$ cat src/rtl/bus_timer_pkg.sv
`default_nettype none
// ============================================================================
// Module : bus_timer_pkg
// Brief  : Shared definitions for the bus_timer block: FSM state encoding,
//          register word offsets, CTRL bit positions and MODE codes.
// Rev    : 1.0  initial release
// ============================================================================
package bus_timer_pkg;

  typedef enum logic [1:0] {
    S_IDLE = 2'd0,
    S_LOAD = 2'd1,
    S_CNT  = 2'd2,
    S_INT  = 2'd3
  } state_t;

  localparam logic [1:0] ADDR_CTRL     = 2'd0;
  localparam logic [1:0] ADDR_PRESET   = 2'd1;
  localparam logic [1:0] ADDR_COUNT    = 2'd2;
  localparam logic [1:0] ADDR_PRESCALE = 2'd3;

  localparam int CTRL_EN_BIT   = 0;
  localparam int CTRL_MODE_LSB = 1;
  localparam int CTRL_IM_BIT   = 3;

  localparam logic [1:0] MODE_ONESHOT = 2'b00;
  localparam logic [1:0] MODE_RELOAD  = 2'b01;

  // Only code 01 reloads; the reserved codes behave as one-shot.
  function automatic logic is_reload(input logic [1:0] mode);
    return (mode == MODE_RELOAD);
  endfunction

endpackage
`default_nettype wire

$ cat src/rtl/bus_timer_prescaler.sv
`default_nettype none
// ============================================================================
// Module : bus_timer_prescaler
// Brief  : Tick generator for bus_timer. Produces one tick every
//          prescale+1 cycles while advance is high; restart re-arms it.
//          Instantiated only when BUS_TIMER_PRESCALE_EN is defined.
// Rev    : 1.0  initial release
// ============================================================================
module bus_timer_prescaler #(
  parameter int PRESCALE_W = 8
) (
  input  logic                  clk,
  input  logic                  reset,
  input  logic                  restart,
  input  logic                  advance,
  input  logic [PRESCALE_W-1:0] prescale,
  output logic                  tick
);

  logic [PRESCALE_W-1:0] cnt;

  // >= rather than == so a PRESCALE lowered mid-count cannot strand the counter.
  assign tick = (cnt >= prescale);

  // Cycle counter between ticks; cleared on restart and after each tick.
  always_ff @(posedge clk or negedge reset) begin
    if (!reset) begin
      cnt <= '0;
    end else if (restart) begin
      cnt <= '0;
    end else if (advance) begin
      cnt <= tick ? '0 : cnt + PRESCALE_W'(1);
    end
  end

endmodule
`default_nettype wire

$ cat src/rtl/bus_timer.sv
`default_nettype none
// ============================================================================
// Module : bus_timer
// Brief  : Memory-mapped countdown timer on the CPU data bus. Counts down
//          from PRESET and raises a level interrupt on expiry. Optional
//          PRESCALE register is enabled by defining BUS_TIMER_PRESCALE_EN.
// Rev    : 1.0  initial release
// ============================================================================
module bus_timer #(
  parameter int COUNT_W    = 32,
  parameter int PRESCALE_W = 8
) (
  input  logic        clk,
  input  logic        reset,
  input  logic        dev_sel,
  input  logic        dev_we,
  input  logic [1:0]  dev_addr,
  input  logic [31:0] dev_wdata,
  output logic [31:0] dev_rdata,
  output logic        irq_out
);
  import bus_timer_pkg::*;

  state_t               state, state_nx;
  logic                 ctrl_en;
  logic [1:0]           ctrl_mode;
  logic                 ctrl_im;
  logic [COUNT_W-1:0]   preset;
  logic [COUNT_W-1:0]   count, count_nx;
  logic [PRESCALE_W-1:0] prescale;
  logic                 irq_pend;
  logic                 wr_ctrl, wr_preset;
  logic                 set_pend, clr_pend, clr_en;
  logic                 tick;

  assign wr_ctrl   = dev_sel && dev_we && (dev_addr == ADDR_CTRL);
  assign wr_preset = dev_sel && dev_we && (dev_addr == ADDR_PRESET);
  assign irq_out   = ctrl_im && irq_pend;

`ifdef BUS_TIMER_PRESCALE_EN
  logic wr_prescale;
  assign wr_prescale = dev_sel && dev_we && (dev_addr == ADDR_PRESCALE);

  // PRESCALE register, programmed from the bus.
  always_ff @(posedge clk or negedge reset) begin
    if (!reset) begin
      prescale <= '0;
    end else if (wr_prescale) begin
      prescale <= dev_wdata[PRESCALE_W-1:0];
    end
  end

  bus_timer_prescaler #(
    .PRESCALE_W (PRESCALE_W)
  ) u_prescaler (
    .clk      (clk),
    .reset    (reset),
    .restart  (state == S_LOAD),
    .advance  ((state == S_CNT) && ctrl_en),
    .prescale (prescale),
    .tick     (tick)
  );
`else
  // No prescaler: offset 3 is a read-as-zero hole and the count ticks every cycle.
  assign prescale = '0;
  assign tick     = 1'b1;
`endif

  // FSM state register.
  always_ff @(posedge clk or negedge reset) begin
    if (!reset) begin
      state <= S_IDLE;
    end else begin
      state <= state_nx;
    end
  end

  // Next-state logic and countdown control.
  always_comb begin
    state_nx = state;
    count_nx = count;
    set_pend = 1'b0;
    clr_pend = 1'b0;
    clr_en   = 1'b0;
    case (state)
      S_IDLE: begin
        if (ctrl_en) state_nx = S_LOAD;
      end
      S_LOAD: begin
        count_nx = preset;
        clr_pend = 1'b1;
        state_nx = S_CNT;
      end
      S_CNT: begin
        if (!ctrl_en) begin
          state_nx = S_IDLE;
        end else if (tick) begin
          if (count > COUNT_W'(1)) begin
            count_nx = count - COUNT_W'(1);
          end else begin
            count_nx = '0;
            set_pend = 1'b1;
            state_nx = S_INT;
          end
        end
      end
      S_INT: begin
        // Auto-reload keeps EN set so IDLE immediately re-enters LOAD.
        if (!is_reload(ctrl_mode)) clr_en = 1'b1;
        state_nx = S_IDLE;
      end
      default: state_nx = S_IDLE;
    endcase
  end

  // Register file, count and pending flag; bus writes beat the FSM EN clear,
  // while an expiry beats the clear caused by a CTRL write.
  always_ff @(posedge clk or negedge reset) begin
    if (!reset) begin
      ctrl_en   <= 1'b0;
      ctrl_mode <= MODE_ONESHOT;
      ctrl_im   <= 1'b0;
      preset    <= '0;
      count     <= '0;
      irq_pend  <= 1'b0;
    end else begin
      count <= count_nx;
      if (wr_ctrl) begin
        ctrl_en   <= dev_wdata[CTRL_EN_BIT];
        ctrl_mode <= dev_wdata[CTRL_MODE_LSB +: 2];
        ctrl_im   <= dev_wdata[CTRL_IM_BIT];
      end else if (clr_en) begin
        ctrl_en <= 1'b0;
      end
      if (wr_preset) preset <= dev_wdata[COUNT_W-1:0];
      if (set_pend) begin
        irq_pend <= 1'b1;
      end else if (wr_ctrl || clr_pend) begin
        irq_pend <= 1'b0;
      end
    end
  end

  // Same-cycle read mux, zero-extended, and forced to 0 when not selected.
  always_comb begin
    dev_rdata = '0;
    if (dev_sel) begin
      case (dev_addr)
        ADDR_CTRL: begin
          dev_rdata[CTRL_EN_BIT]            = ctrl_en;
          dev_rdata[CTRL_MODE_LSB +: 2]     = ctrl_mode;
          dev_rdata[CTRL_IM_BIT]            = ctrl_im;
        end
        ADDR_PRESET:   dev_rdata[COUNT_W-1:0]    = preset;
        ADDR_COUNT:    dev_rdata[COUNT_W-1:0]    = count;
        ADDR_PRESCALE: dev_rdata[PRESCALE_W-1:0] = prescale;
        default:       dev_rdata = '0;
      endcase
    end
  end

endmodule
`default_nettype wire

$ cat config.mk
export PLATFORM = sky130hd
export DESIGN_NAME = bus_timer
export DESIGN_NICKNAME = d
export VERILOG_FILES = /design/src/rtl/bus_timer_pkg.sv /design/src/rtl/bus_timer_prescaler.sv /design/src/rtl/bus_timer.sv
export SDC_FILE = /design/constraint.sdc
export NUM_CORES = 1
export LEC_CHECK = 0
export CAP_MARGIN = 40
export CORE_ASPECT_RATIO = 1.5
export CORE_UTILIZATION = 54
export DETAILED_ROUTE_END_ITERATION = 7
export GPL_TIMING_DRIVEN = 1
export HOLD_SLACK_MARGIN = 0.12
export PLACE_DENSITY = 0.81
export SYNTH_ARGS = -nofsm -noshare
export SYNTH_HDL_FRONTEND = slang
export SYNTH_SLANG_ARGS = --single-unit
$ cat constraint.sdc
create_clock -name clk -period 2.55 [get_ports clk]
set_input_delay 0.3825 -clock clk [delete_from_list [all_inputs] [get_ports clk]]
set_output_delay 0.3825 -clock clk [all_outputs]
set_load 0.02 [all_outputs]
==> impl_metrics.ini <==
[global_route]
grt_pass1_wl_mm = 18.3
grt_usage_pct = 29.9
grt_pass1_vias = 3775
overflow = 0
grt_max_degree = 59
antenna_found_initial = 0

[critical_path]
cp-end-kind = primary output
worstSetupStartpointType = input port
rr_startpoint = count[25]
crit_buf_inv = 4
path_class = input port to primary output
cp_max_fo = 8
arrival_ns = 2.03
critical-path-max-stage-delay_ns = 0.49
worstPathRequired_ns = 2.17
critPathTopFamily = buffers and inverters
path_cells = clkdlybuf4s50_1 > inv_1 > buf_4 > ha_1 > a221oi_1 > a211oi_1 > dlygate4sd2_1
slowest_stage = clkdlybuf4s50_1
crit_start = dev_addr[0]

[floorplan]
dieWidth_um = 73.9
die_h_um = 110
io_pins = 71
die_area_um2 = 8120
start_util_pct = 55.4
core_um2 = 7560
rows = 39

[synth]
ys_seq_elements = 71
synthSimpleGateAreaFrac_pct = 24.2
netlist_area_um2 = 4190
synth_area_leaders = dfrtp_1 42%, mux2_2 9.1%, a22oi_1 7.3%
synth.most_common_cell = dfrtp_1
post_synth_inst_count = 445
synth_compound_area_share_pct = 17.8
yosys.area_share.adder_pct = 1.79
synth_common_cells = 71 x dfrtp_1, 47 x nor2_1, 41 x a22oi_1, 34 x mux2_2, 29 x clkbuf_1
syn_area_per_cell_um2 = 9.42
async_flop_share_pct = 100
muxShareOfSynthArea_pct = 9.38
yosysSeqAreaShare_pct = 42.4
yosysTopAreaCell = dfrtp_1
synth_top_family_by_area = simple AND/OR/NAND/NOR gates
synth_edf_count = 0
synth_xor_area_share_pct = 0
syn_nets = 489
dominantRegCellSynth = dfrtp_1
synth_top_area_share_pct = 42.4
yosys_warnings = 0
synth_cell_types = 52

[sta]
max_freq_ghz = 0.415
tns_ns = 0
rsz0062_at_grt = false
setup_viol = 0
whs_ns = 0.506
tightest_slew_ns = 0.889
slew_headroom_pct = 40.8
drv_slew = 0
period_share_pct = 94.5
clock-skew-final_ns = 0.00582
setup_ws_ns = 0.140
hold_violations = 0
finalCriticalPeriod_ns = 2.41

[clock_tree]
clk_path_buf_depth = 2
cts_setup_buffers = 0
clkLatencyLatePin_ns = 0.34
htree_levels = 3
cts_buffers = 9
clock-sinks = 71
clock-root-buffer = clkbuf_16
path_clk_slew_ns = 0.05
cts_tree = built

[pwr]
p_per_area_nw_per_um2 = 895
sw_frac_of_total_pct = 37.6
power_switching_uw = 1810
p_leak_uw = 0.00224
p_comb_share_pct = 32.2
ir_drop_mv = 0.607
p_seq_share_pct = 42.2
power_frac_clock_pct = 25.6
power.internal_uw = 3010

[final_layout]
n_fill_cell = 604
final-seq-area_um2 = 1780
area_delta_synth_final_pct = 28.5
multi_input_area_um2 = 2240
drive_above_1_share_pct = 17.0
diodes = 0
layout.nets = 561

[placed_design]
dp_hpwl_mm = 7.77
gp_congestion = 0.846
place_ws_ns = -0.140
portBuffers = 70

[run]
cap_violations = 0

[routing]
viasPerCell = 6.29
drc = 2
finalWirelength_mm = 11.2
ant_nets = 0
vias = 3922
firstDrtPassIters = 7
wire_per_inst_um = 18.0
drt_iter0_drc = 385

[outcome]
status = finished with violations
violations = design-rule violations

[hold_path]
holdCritPathClass = input port to async pin
registers in the layout, summed over array words and instances (netlist names):
name,count
count,32
ctrl_en,1
ctrl_im,1
ctrl_mode,2
irq_pend,1
preset,32
state,2
metrics by stage:
| step | instances | instance area, um2 | power [uW] | util, % |
|---|---|---|---|---|
| 2_1_floorplan | 445 | 4190 | 3000 | - |
| 3_3_place_gp | 607 | 5110 | 3510 | 67.5 |
| 3_5_place_dp | 607 | 5110 | 3590 | 67.5 |
| 4_1_cts | 624 | 5380 | 4820 | 71.1 |
| 5_1_grt | 624 | 5380 | 5100 | 71.2 |
| 6_report | 624 | 5380 | 4820 | 71.2 |
cell usage in the layout, fill, tap and decap left out, types with 10 or more instances in the layout:
cell type / count
nor3_1: 11
dfrtp_1: 71
buf_4: 19
dlygate4sd2_1: 32
nand2_1: 27
nor2_1: 47
inv_1: 12
o211ai_1: 10
clkdlybuf4s50_1: 37
nand4_1: 16
a21oi_1: 16
mux2_2: 34
a22oi_1: 41
nand3_1: 21
logic make-up (layout without fill, tap and decap cells):
family	after synthesis	in the layout
flops	71	71
compound gates	108	108
fa+ha+maj	6	6
buf+inv	46	123
simple gates	179	179
mux	35	35
power groups by stage:
stage               logic, uW  registers [uW]  clock network, uW
detailed placement       1560            2030                  0
global route             1710            2090               1300
floorplan                1150            1850                  0
CTS                      1550            2020               1260
global placement         1500            2010                  0
finish                   1550            2030               1230
cell type report:
type,count,share of cell area [%]
Clock inverter,4,0.837
Inverter,12,0.837
Tap cell,102,2.37
Clock buffer,12,4.58
Timing Repair Buffer,95,16.7
Multi-Input combinational cell,328,41.7
Sequential cell,71,33.0
repair_timing:
| item | in CTS | in global routing |
|---|---|---|
| hold buffers | 1 | 0 |
| gates resized for setup | 35 | 1 |
| endpoints found under the setup margin | 32 | 1 |
| endpoints found under the hold margin | 13 | 0 |
per-layer routing:
layer | global-route usage [%] | vias to the layer above | share of wire (%)
li1 | - | 1834 | -
met1 | 35.3 | 1909 | 39
met2 | 52.5 | 151 | 53
met3 | 5.32 | 28 | 4.3
met4 | 12.4 | 0 | 2.8
met5 | 0 | - | 0
worst paths after layout:
kind | endpoint | slack [ns] | cells past startpoint
max in group asynchronous | count[13] | 1.39 | 3
hold / removal | preset[12] | 0.51 | 2
setup / recovery | dev_rdata[1] | 0.14 | 7
min in group clk | count[18] | 0.52 | 2
hold reg to reg | count[18] | 0.52 | 2
setup reg to reg | count[5] | 0.21 | 6
Note: power is estimated with default switching activity, not from simulation.
